File: src/rtl/stage_sequencer.sv
// rtl/stage_sequencer.sv - multicycle IF/ID/EX/MEM/WB stage sequencer
//
// Ports:
//   clk          system clock, all state updates on posedge
//   rst_n        asynchronous active-low reset
//   run          fetch enable, only looked at while in IF
//   op_code      IR opcode field, valid from ID onward (latched in ID)
//   mem_ready    memory access completes this cycle (IF and MEM handshake)
//   next_state   registered stage code IF=0 ID=1 EX=2 MEM=3 WB=4
//   instr_done   1-cycle pulse in the final stage of a retired instruction
//   illegal_op   1-cycle pulse when ID sees an undefined opcode
//   mem_timeout  sticky flag, set on a memory stall timeout abort
//   instr_count  retired-instruction counter, wraps modulo 2^CNT_W
module stage_sequencer #(
  parameter int CNT_W       = 16,
  parameter int MEM_TIMEOUT = 0
) (
  input  logic             clk,
  input  logic             rst_n,
  input  logic             run,
  input  logic [5:0]       op_code,
  input  logic             mem_ready,
  output logic [2:0]       next_state,
  output logic             instr_done,
  output logic             illegal_op,
  output logic             mem_timeout,
  output logic [CNT_W-1:0] instr_count
);

  typedef enum logic [2:0] {
    ST_IF  = 3'd0,
    ST_ID  = 3'd1,
    ST_EX  = 3'd2,
    ST_MEM = 3'd3,
    ST_WB  = 3'd4
  } stage_e;

  // The counter only has to reach MEM_TIMEOUT-1: the stall cycle seen with
  // that value is the MEM_TIMEOUT-th one and triggers the abort.
  localparam int                WAIT_W     = (MEM_TIMEOUT < 2) ? 1 : $clog2(MEM_TIMEOUT);
  localparam logic [WAIT_W-1:0] WAIT_LIMIT = (MEM_TIMEOUT > 0) ? WAIT_W'(MEM_TIMEOUT - 1) : '0;
  localparam logic [WAIT_W-1:0] WAIT_MAX   = '1;
  localparam bit                TO_EN      = (MEM_TIMEOUT > 0);

  stage_e            state;
  stage_e            state_nxt;
  logic [5:0]        op_latch;
  logic [5:0]        cur_op;
  logic [WAIT_W-1:0] wait_cnt;
  logic              stall;
  logic              timeout_hit;
  logic              is_alu, is_lw, is_st, is_br, is_jmp, is_rp, is_pop;

  assign next_state = state;

  // In ID the opcode is being latched on this very edge, so the path
  // decision there must look at the live field; later stages use the latch.
  always_comb begin
    cur_op = (state == ST_ID) ? op_code : op_latch;
    is_alu = (cur_op <= 6'd4);
    is_lw  = (cur_op == 6'd5)  || (cur_op == 6'd6);
    is_st  = (cur_op == 6'd7)  || (cur_op == 6'd13);
    is_br  = (cur_op[5:2] == 4'b0010);
    is_jmp = (cur_op == 6'd12);
    is_rp  = (cur_op == 6'd14) || (cur_op == 6'd15);
    is_pop = (cur_op == 6'd16);
  end

  // A stall cycle never changes stage on its own, so "cleared on stage
  // change" reduces to "cleared whenever this is not a stall cycle".
  assign stall       = ((state == ST_IF) || (state == ST_MEM)) && !mem_ready;
  assign timeout_hit = TO_EN && stall && (wait_cnt == WAIT_LIMIT);

  always_comb begin
    state_nxt  = state;
    instr_done = 1'b0;
    illegal_op = 1'b0;
    case (state)
      ST_IF: begin
        if (run && mem_ready) state_nxt = ST_ID;
      end
      ST_ID: begin
        if (is_alu || is_lw || is_st || is_br) begin
          state_nxt = ST_EX;
        end else if (is_rp || is_pop) begin
          state_nxt = ST_MEM;
        end else begin
          state_nxt  = ST_IF;
          instr_done = is_jmp;
          illegal_op = !is_jmp;
        end
      end
      ST_EX: begin
        if (is_alu) begin
          state_nxt = ST_WB;
        end else if (is_lw || is_st) begin
          state_nxt = ST_MEM;
        end else begin
          state_nxt  = ST_IF;
          instr_done = 1'b1;
        end
      end
      ST_MEM: begin
        if (mem_ready) begin
          if (is_lw || is_pop) begin
            state_nxt = ST_WB;
          end else begin
            state_nxt  = ST_IF;
            instr_done = 1'b1;
          end
        end else if (timeout_hit) begin
          state_nxt = ST_IF;
        end
      end
      ST_WB: begin
        state_nxt  = ST_IF;
        instr_done = 1'b1;
      end
      default: begin
        // Upset into an unused code: back to fetch, no pulses.
        state_nxt = ST_IF;
      end
    endcase
  end

  always_ff @(posedge clk or negedge rst_n) begin
    if (!rst_n) begin
      state       <= ST_IF;
      op_latch    <= '0;
      wait_cnt    <= '0;
      mem_timeout <= 1'b0;
      instr_count <= '0;
    end else begin
      state <= state_nxt;
      if (state == ST_ID) op_latch <= op_code;
      if (instr_done) instr_count <= instr_count + CNT_W'(1);
      if (timeout_hit) mem_timeout <= 1'b1;
      if (!stall || timeout_hit) begin
        wait_cnt <= '0;
      end else if (wait_cnt != WAIT_MAX) begin
        wait_cnt <= wait_cnt + WAIT_W'(1);
      end
    end
  end

endmodule

File: config.mk
export PLATFORM = sky130hd
export DESIGN_NAME = stage_sequencer
export DESIGN_NICKNAME = d
export VERILOG_FILES = /design/src/rtl/stage_sequencer.sv
export SDC_FILE = /design/constraint.sdc
export NUM_CORES = 1
export LEC_CHECK = 0
export ABC_AREA = 1
export CAP_MARGIN = 25
export CORE_ASPECT_RATIO = 2
export CORE_MARGIN = 3
export CORE_UTILIZATION = 47
export DETAILED_ROUTE_END_ITERATION = 8
export PLACE_DENSITY = 0.76
export REMOVE_ABC_BUFFERS = 1
export SYNTH_ARGS = -nofsm -noshare
export SYNTH_HDL_FRONTEND = slang
export SYNTH_SLANG_ARGS = --single-unit
export TNS_END_PERCENT = 1
File: constraint.sdc
create_clock -name clk -period 2 [get_ports clk]
set_clock_uncertainty 0.15 [all_clocks]
set_input_delay 0.4 -clock clk [delete_from_list [all_inputs] [get_ports clk]]
set_output_delay 0.4 -clock clk [all_outputs]
set_load 0.05 [all_outputs]
==> metrics.txt, run 1 <==
RSZ-0062 raised after global routing yes; H-tree depth 1; ys async rst share between 90% and 100%; DP Area around 2300 sq um; Critical Path Source Type register; Total GRT Usage roughly a quarter; outcome finished with violations; commonest non-fill, non-tap cell in the layout nand2_1; Initial Utilization between 40 and 50%; most frequent cell on the critical path buf_12; initial antenna violation count 0; Sw Share roughly 51%; R2R cell count 18; CTS Buffer Depth 2; P_int approximately 2.4 mW; Final Non-Filler Cells approximately 360; share of layout cells above drive strength 1 roughly a third; combinational fraction of design power a little over 70%; Arr. time, crit path around 2.1 ns; drt initial violations 32; CTS tree built; worst vdd rail ir drop roughly 1100 uV; critical path type register to output pin; CP max stage delay slightly above 0.4 ns; Power, Total a little under 5 mW; DR pass1 iterations 4; Seq pwr share between 20% and 30%; clk_lat worst skew approximately 0.27 ns; CP Cell Sequence nor2_4, buf_12, nand3_1, nand2_2, inv_1, nand2_1, a31oi_1, or2_4, nor3_2, buf_4, buf_12; drt wl/cell about 14 um; maxcap violations 0; Via density about 5; via count of the first global-routing pass roughly 1,900; Final Cycle Share 134%; grt ovf 0; GP Congestion roughly 0.90; main flop type after synthesis dfrtp_1; fin area 2640 sq um; syn avg cell area 7.36 sq um; final worst slack -0.681 ns; fillers 260; Psw between 2 and 2.5 mW; cts hold-fix bufs 0; area grow syn2layout 51.8%; violated checks negative setup slack; Port Buf Inserts 30; Worst EP required about 1.5 ns; FF+latch count, synth 25; Setup Viol. Count Final 20; Mapped Area approximately 1700 sq um; final WL between 4000 and 5000 um; routed wl met3 approximately 130 um; synth warn 0; Inst Count DP approximately 340; Yosys cell types 29; CP Max Fanout 6; Hold WS ~0.35 ns; Top Layer Used met4; vias roughly 1,800; leakage approximately 1.5 nW; clk sink count 25; largest net degree at the start of global routing 26; met2 WL 2990 um; Final Hold Viols 0; Final #Nets between 300 and 400; CTS buffer count 3; DRC Markers 0; post-synthesis sequential area ratio a little over a third; placed wire-length estimate between 3000 and 4000 um; height of the die approximately 92 um; # IOs 32; ANT nets after route 0; maximum clock rate approximately 370 MHz; row count 30; Post-Synthesis Cells between 200 and 250; Post-synth EDFFs 0; crit path capture type output pin; fin. max-slew vios 0; FF/Latch Area between 600 and 700 sq um; CORE AREA 3490 sq um; clock power share 6.2%; multi-input logic area between 1000 and 1500 sq um; most frequent cells in the layout nand2_1 (59), buf_4 (53), inv_1 (35); PwrDens 1840 nW/um^2; first-pass GRT wire length approximately 8400 um; Tightest Hold Check Type primary input to async pin; DIE WIDTH slightly below 50 um; Tmin final roughly 2.7 ns; Die ar. around 4500 sq um; Worst path slowest cell dfrtp_1; Root Buffer clkbuf_8; clk slew on worst S/H paths ~0.090 ns; Antenna Cells 0; setup TNS -5.92 ns; M1 WL around 1700 um
## worst paths after layout
kind / from / endpoint / slack (ns)
setup / recovery: next_state[2] / illegal_op / -0.68
hold / removal: rst_n / op_latch[5] / 0.35
setup reg to reg: next_state[2] / next_state[0] / -0.61
hold reg to reg: instr_count[15] / instr_count[15] / 0.39
max in group asynchronous: rst_n / op_latch[0] / 1.10
min in group clk: instr_count[15] / instr_count[15] / 0.39
## registers in the layout, summed over array words and instances (netlist names)
| name | cells |
|---|---|
| instr_count | 16 |
| next_state | 3 |
| op_latch | 6 |
## per-layer routing
layer	global-route usage, %	vias up
met2	48.8	40
met3	2.11	13
met4	11.4	0
li1	-	879
met5	0	-
met1	22.3	865
## power by group through the flow
stage	Combinational [mW]	Clock [mW]	Sequential [mW]
6_report	3.51	0.303	1.03
5_1_grt	3.76	0.333	1.07
4_1_cts	3.41	0.310	1.03
3_5_place_dp	3.02	0	1.03
3_3_place_gp	2.97	0	1.02
2_1_floorplan	1.24	0	1.60
## critical path: cells and delay by family (launching register included)
family / cells / cell delay [ns]
buffers and inverters: 4 / 0.48
AO/OA/AOI/OAI: 1 / 0.09
AND/OR/NAND/NOR: 6 / 0.87
flip-flops: 1 / 0.41
## layout make-up
cell class / instances / area share (%)
multi-input cells: 169 / 41.4
clock buffers: 4 / 1.71
repair buffers: 73 / 25.5
flip-flops and latches: 25 / 23.7
well taps: 48 / 2.28
inverters: 38 / 5.41
## cell families (layout without fill, tap and decap cells)
kind of cell	count (synthesis)	in the layout	share of synthesized area [%]
AND/OR/NAND/NOR	133	134	37.7
buffers and inverters	43	115	10.3
flip-flops	25	25	36.0
AO/OA/AOI/OAI	19	19	7.99
XOR/XNOR	14	14	7.05
adder cells (fa/ha/maj)	1	1	0.720
other	1	1	0.216
## cells in the mapped netlist (2+ instances only)
cell       n  area (sq um)
nand2_2    7          43.8
nor2_1    16          60.1
nand3b_1   3          22.5
buf_4      2          15.0
o21bai_1  16           120
nand2_4    4          45.0
xor2_1     4          35.0
xnor2_1   10          87.6
buf_2      2          10.0
nand3_2    3          30.0
nor2_4     2          22.5
dfrtp_1   25           626
inv_2      2          7.51
inv_1     36           135
nand3_1   16          80.1
nor3_1     7          35.0
nand2_1   69           259
## what timing repair did
item,in CTS,in global routing
resized for setup,34,8
gates cloned,1,0
setup endpoints to repair,18,21
pin swaps,17,7
setup buffers,11,0
## stage by stage
stage,setup WS (ns),utilization (%)
CTS,-0.652,74.4
global placement,-0.597,66.6
detailed placement,-0.632,66.6
floorplan,-1.37,-
global route,-0.763,75.6
finish,-0.681,75.6
Note: power is estimated with default switching activity, not from simulation.
==> inputs of run 2 (changes only) <==
--- a/config.mk
+++ b/config.mk
@@ -9,9 +9,9 @@
 export CAP_MARGIN = 25
 export CORE_ASPECT_RATIO = 2
 export CORE_MARGIN = 3
-export CORE_UTILIZATION = 47
+export CORE_UTILIZATION = 35
 export DETAILED_ROUTE_END_ITERATION = 8
-export PLACE_DENSITY = 0.76
+export PLACE_DENSITY = 0.59
 export REMOVE_ABC_BUFFERS = 1
 export SYNTH_ARGS = -nofsm -noshare
 export SYNTH_HDL_FRONTEND = slang
==> run 2 against run 1 <==
Effect of this change:
- the run still ends with negative setup slack left
- sequential cell count unchanged
- final cell count down 0.84%
- worst setup slack improved by 0.061 ns
- sequential power barely moved
- worst hold slack worse by 0.0032 ns
- critical endpoint unchanged
==> metrics.txt, run 2 (synthesized netlist as in run 1, its figures left out) <==
Psw 2.31 mW (was 2.48 mW); worst vdd rail ir drop 1060 uV (was 1090 uV); final design utilization 52.3% (was 75.6%); drt initial violations 45 (was 32); pre-CTS WS -0.605 ns (was -0.632 ns); RSZ-0062 raised after global routing yes (unchanged); most frequent cell on the critical path nand2_4 (was buf_12); crit path capture type output pin (unchanged); CTS buffer count 3 (unchanged); Root Buffer clkbuf_8 (unchanged); Arr. time, crit path 2.07 ns (was 2.13 ns); DRC Markers 0 (unchanged); DR pass1 iterations 4 (unchanged); Final Cycle Share 131% (was 134%); GP Congestion 0.874 (was 0.900); Top reg by flops instr_count (unchanged); Die ar. 5900 sq um (was 4510 sq um); clk_lat worst skew 0.27 ns (about the same); commonest non-fill, non-tap cell in the layout nand2_1 (unchanged); # IOs 32 (unchanged); Worst path slowest cell dfrtp_1 (unchanged); outcome finished with violations (unchanged); CTS tree built (unchanged); fin. max-slew vios 0 (unchanged); final worst slack -0.620 ns (was -0.681 ns); first-pass GRT wire length 7650 um (was 8390 um); drt wl/cell 12.8 um (was 13.9 um); placed wire-length estimate 3520 um (was 3270 um); row count 35 (was 30); CP max stage delay 0.41 ns (about the same); maxcap violations 0 (unchanged); clk sink count 25 (unchanged); final WL 4530 um (was 4980 um); DIE WIDTH 55.8 um (was 49 um); Total GRT Usage 16.3% (was 23.8%); Tightest Hold Check Type primary input to async pin (unchanged); Setup Viol. Count Final 18 (was 20); setup TNS -2.86 ns (was -5.92 ns); cts hold-fix bufs 0 (unchanged); CP Max Fanout 8 (was 6); Final #Nets 311 (was 321); Critical Path Source Type register (unchanged); critical path type register to output pin (unchanged); Antenna Cells 0 (unchanged); grt ovf 0 (unchanged); Worst EP required 1.45 ns (about the same); max reg flops 16 (unchanged); Seq pwr share 22.8% (was 21.3%); largest net degree at the start of global routing 26 (unchanged); Port Buf Inserts 30 (unchanged); Tmin final 2.62 ns (was 2.68 ns); violated checks negative setup slack (unchanged); combinational fraction of design power 70.4% (was 72.4%); CP bufs+invs 3 (was 4); Sw Share 51.0% (was 51.1%); Via density 4.79 (was 5.03); maximum clock rate 382 MHz (was 373 MHz); CORE AREA 4690 sq um (was 3490 sq um); share of layout cells above drive strength 1 33.4% (was 35.3%); CP Cell Sequence nor2_4, nand2_4, inv_2, nand2_2, nand2_4, nor2_1, nand3b_1, nand2_1, or2_4, nor3_2, buf_4, buf_12 (was nor2_4, buf_12, nand3_1, nand2_2, inv_1, nand2_1, a31oi_1, or2_4, nor3_2, buf_4, buf_12); ANT nets after route 0 (unchanged); PwrDens 1840 nW/um^2 (about the same); delay-heaviest family, CP simple AND/OR/NAND/NOR gates (unchanged); most frequent cells in the layout nand2_1 (56), buf_4 (49), inv_1 (35) (was nand2_1 (59), buf_4 (53), inv_1 (35)); vias 1,695 (was 1,797); Initial Utilization 37.1% (was 49.8%); leakage 1.38 nW (was 1.47 nW); clock power share 6.8% (was 6.2%); Final Hold Viols 0 (unchanged); H-tree depth 1 (unchanged); clk slew on worst S/H paths 0.09 ns (about the same); DP Area 2270 sq um (was 2320 sq um); CTS Buffer Depth 2 (unchanged); area grow syn2layout 41.1% (was 51.8%); P_int 2.21 mW (was 2.37 mW); height of the die 106 um (was 92.0 um); via count of the first global-routing pass 1,753 (was 1,941); fin area 2450 sq um (was 2640 sq um); initial antenna violation count 0 (unchanged)
==> run 2: cell types whose count changed in the layout (fill, tap and decap cells not counted), sizes merged <==
cell | before | now
buf | 64 | 55
clkbuf | 4 | 3
clkinv | 0 | 1
nand2 | 81 | 80
==> run 2: metal layers <==
layer	share of wire, %	GRT usage, %
met1	34	15.1
met2	61	34.1
met3	3.1	1.47
met4	2.2	6.79
met5	0	0
==> run 2: through the flow <==
step	power [mW]	hold WS [ns]	cells
6_report	4.52	0.346	354
3_5_place_dp	3.97	0.358	345
3_3_place_gp	3.94	0.356	345
2_1_floorplan	2.85	-0.0456	231
5_1_grt	4.85	0.364	354
4_1_cts	4.52	0.358	353
==> run 2: worst reg2reg max path, cell delays in order, from the launching register on <==
cell and delay [ns]:
dfrtp_1 0.41, nor2_4 0.17, buf_12 0.13, nand3_1 0.07
nand2_2 0.12, nand2_2 0.09, buf_4 0.15, nor3_4 0.18
nand2_2 0.09, nand2_4 0.10, buf_4 0.22, o21bai_1 0.10
nand2_1 0.06
==> run 2: final timing paths <==
check                                from             end  slack [ns]  cells past startpoint
setup / recovery            next_state[2]      illegal_op       -0.62                     12
hold / removal                      rst_n     op_latch[2]        0.35                      2
setup reg to reg            next_state[2]  instr_count[6]       -0.11                     12
hold reg to reg            instr_count[6]  instr_count[6]        0.37                      2
max in group asynchronous           rst_n   next_state[0]        1.07                      2
min in group clk           instr_count[6]  instr_count[6]        0.37                      2
==> run 2: final cells by class <==
class | instances | area [sq um]
Clock buffer | 3 | 41.3
Inverter | 38 | 143
Multi-Input combinational cell | 168 | 1010
Timing Repair Buffer | 64 | 561
Tap cell | 55 | 68.8
Fill cell | 464 | 2230
Sequential cell | 25 | 627
Clock inverter | 1 | 5.00
==> run 2: timing repair <==
item,4_1_cts,5_1_grt
pin swaps,11,5
endpoints found under the setup margin,19,21
setup buffers,4,1
gates resized for setup,18,8
==> run 2: power groups by stage <==
| stage | Clock, mW | Combinational [mW] | Sequential [mW] |
|---|---|---|---|
| detailed placement | 0 | 2.93 | 1.04 |
| floorplan | 0 | 1.24 | 1.60 |
| CTS | 0.321 | 3.16 | 1.04 |
| finish | 0.307 | 3.18 | 1.03 |
| global placement | 0 | 2.91 | 1.03 |
| global route | 0.339 | 3.45 | 1.07 |
==> inputs of run 3 (changes only) <==
--- a/config.mk
+++ b/config.mk
@@ -11,8 +11,9 @@
 export CORE_MARGIN = 3
 export CORE_UTILIZATION = 35
 export DETAILED_ROUTE_END_ITERATION = 8
-export PLACE_DENSITY = 0.59
+export PLACE_DENSITY = 0.65
 export REMOVE_ABC_BUFFERS = 1
+export SLEW_MARGIN = 0
 export SYNTH_ARGS = -nofsm -noshare
 export SYNTH_HDL_FRONTEND = slang
 export SYNTH_SLANG_ARGS = --single-unit
==> run 3 against run 2 <==
Effect of this change:
- largest cell class unchanged
- the flow still finishes with violations (negative setup slack)
- cell area up 0.92%
- worst setup slack worse by 0.10 ns
- maximum frequency fell by 3.7%
- largest power group unchanged
- clock-buffer cell count is the same
- critical path type unchanged
- critical endpoint is now instr_done
- highest routed layer unchanged
==> metrics.txt, run 3 (synthesized netlist as in run 1, its figures left out) <==
outcome finished with violations (unchanged); Arr. time, crit path 2.17 ns (was 2.07 ns); vias 1,684 (was 1,695); Worst path slowest cell dfrtp_1 (unchanged); height of the die 106 um (unchanged); Final #Nets 311 (unchanged); commonest non-fill, non-tap cell in the layout nand2_1 (unchanged); Psw 2.36 mW (was 2.31 mW); CTS Buffer Depth 2 (unchanged); Worst EP required 1.45 ns (about the same); Die ar. 5900 sq um (unchanged); Final Non-Filler Cells 354 (unchanged); RSZ-0062 raised after global routing yes (unchanged); setup TNS -4.44 ns (was -2.86 ns); area grow syn2layout 42.4% (was 41.1%); Antenna Cells 0 (unchanged); CP max stage delay 0.42 ns (was 0.41 ns); most frequent cells in the layout nand2_1 (59), buf_4 (46), inv_1 (35) (was nand2_1 (56), buf_4 (49), inv_1 (35)); Sw Share 51.2% (was 51.0%); # IOs 32 (unchanged); Final Cycle Share 136% (was 131%); Top reg by flops instr_count (unchanged); Hold WS 0.350 ns (was 0.346 ns); Tmin final 2.72 ns (was 2.62 ns); Final Hold Viols 0 (unchanged); Critical Path Source Type register (unchanged); max reg flops 16 (unchanged); grt ovf 0 (unchanged); clk_lat worst skew 0.28 ns (was 0.27 ns); GP Congestion 0.888 (was 0.874); clk slew on worst S/H paths 0.10 ns (was 0.09 ns); placed wire-length estimate 3400 um (was 3520 um); DRC Markers 0 (unchanged); cts hold-fix bufs 0 (unchanged); clk sink count 25 (unchanged); CP Cell Sequence nor2_4, nand2_4, nand2_2, nand2_4, nand2_2, buf_4, and2_4, nand2_2, nand3_2, nand2_4, nor2_8, inv_2, buf_12 (was nor2_4, nand2_4, inv_2, nand2_2, nand2_4, nor2_1, nand3b_1, nand2_1, or2_4, nor3_2, buf_4, buf_12); P_int 2.24 mW (was 2.21 mW); fin. max-slew vios 0 (unchanged); pre-CTS WS -0.624 ns (was -0.605 ns); row count 35 (unchanged); Seq pwr share 22.3% (was 22.8%); Initial Utilization 37.1% (unchanged); maximum clock rate 367 MHz (was 382 MHz); CP bufs+invs 3 (unchanged); CP Max Fanout 8 (unchanged); worst vdd rail ir drop 967 uV (was 1060 uV); Setup Viol. Count Final 19 (was 18); clock power share 7.0% (was 6.8%); leakage 1.38 nW (about the same); CTS buffer count 3 (unchanged); PwrDens 1860 nW/um^2 (was 1840 nW/um^2); DR pass1 iterations 4 (unchanged); drt initial violations 37 (was 45); final worst slack -0.721 ns (was -0.620 ns); crit path capture type output pin (unchanged); Inst Count DP 347 (was 345); via count of the first global-routing pass 1,713 (was 1,753); initial antenna violation count 0 (unchanged); Via density 4.76 (was 4.79); Root Buffer clkbuf_8 (unchanged); DIE WIDTH 55.8 um (unchanged); final WL 4490 um (was 4530 um); drt wl/cell 12.7 um (was 12.8 um); H-tree depth 1 (unchanged); CORE AREA 4690 sq um (unchanged); ANT nets after route 0 (unchanged); maxcap violations 0 (unchanged); fillers 474 (was 464); violated checks negative setup slack (unchanged); first-pass GRT wire length 7560 um (was 7650 um); final design utilization 52.8% (was 52.3%); Tightest Hold Check Type primary input to async pin (unchanged); Total GRT Usage 16.0% (was 16.3%); critical path type register to output pin (unchanged); CTS tree built (unchanged); combinational fraction of design power 70.6% (was 70.4%); Port Buf Inserts 30 (unchanged); largest net degree at the start of global routing 26 (unchanged); share of layout cells above drive strength 1 31.8% (was 33.4%); delay-heaviest family, CP simple AND/OR/NAND/NOR gates (unchanged)
## run 3: cell count changes in the layout (fill, tap and decap cells not counted), moves of 2 or more
cell	before	now
buf_4	49	46
nand2_2	17	11
nand3_2	5	3
buf_6	2	4
nand2_1	56	59
nand2_4	7	11
## run 3: routing by layer
layer	global-route usage, %	up-vias	share of wire (%)
met5	0	-	0
met1	16.2	787	36
met2	31.5	32	60
li1	-	857	-
met3	1.59	8	2.6
met4	7.13	0	2.1
## run 3: power groups by stage
stage	Clock (mW)	Combinational [mW]	Sequential, mW
after floorplan	0	1.24	1.60
after global placement	0	2.93	1.03
after detailed placement	0	2.97	1.03
after CTS	0.334	3.17	1.03
after global routing	0.352	3.51	1.07
final	0.322	3.25	1.03
## run 3: final timing paths
| kind | slack [ns] | start | cells after the start | end |
|---|---|---|---|---|
| max | -0.72 | next_state[2] | 13 | instr_done |
| min | 0.35 | rst_n | 2 | instr_count[12] |
| max reg2reg | -0.19 | next_state[2] | 13 | instr_count[5] |
| min reg2reg | 0.38 | instr_count[6] | 2 | instr_count[6] |
| max in group asynchronous | 1.09 | rst_n | 2 | op_latch[0] |
| min in group clk | 0.38 | instr_count[6] | 2 | instr_count[6] |
## run 3: worst register-to-register path, delay by kind of cell (launching register included)
family	cells	cell delay, ns
compound gates	1	0.13
buf+inv	2	0.29
flops	1	0.42
simple gates	10	1.09
## run 3: layout make-up
class | count | area (sq um) | share of cell area [%]
multi-input combinational | 169 | 1030 | 41.6
sequential | 25 | 626 | 25.3
timing repair buffer | 63 | 561 | 22.6
inverter | 38 | 143 | 5.76
tap | 55 | 68.8 | 2.78
clock buffer | 3 | 41.3 | 1.67
clock inverter | 1 | 7.51 | 0.303
## run 3: what timing repair did
item,in CTS,in global routing
endpoints found under the setup margin,19,21
pin swaps,8,5
gates cloned,1,0
setup buffers,1,1
gates resized for setup,20,11
## run 3: metrics by stage
step,instance area [sq um],power [mW]
after floorplan,1700,2.85
after global placement,2290,3.95
after detailed placement,2290,4.01
after CTS,2420,4.54
after global routing,2470,4.94
final,2470,4.60
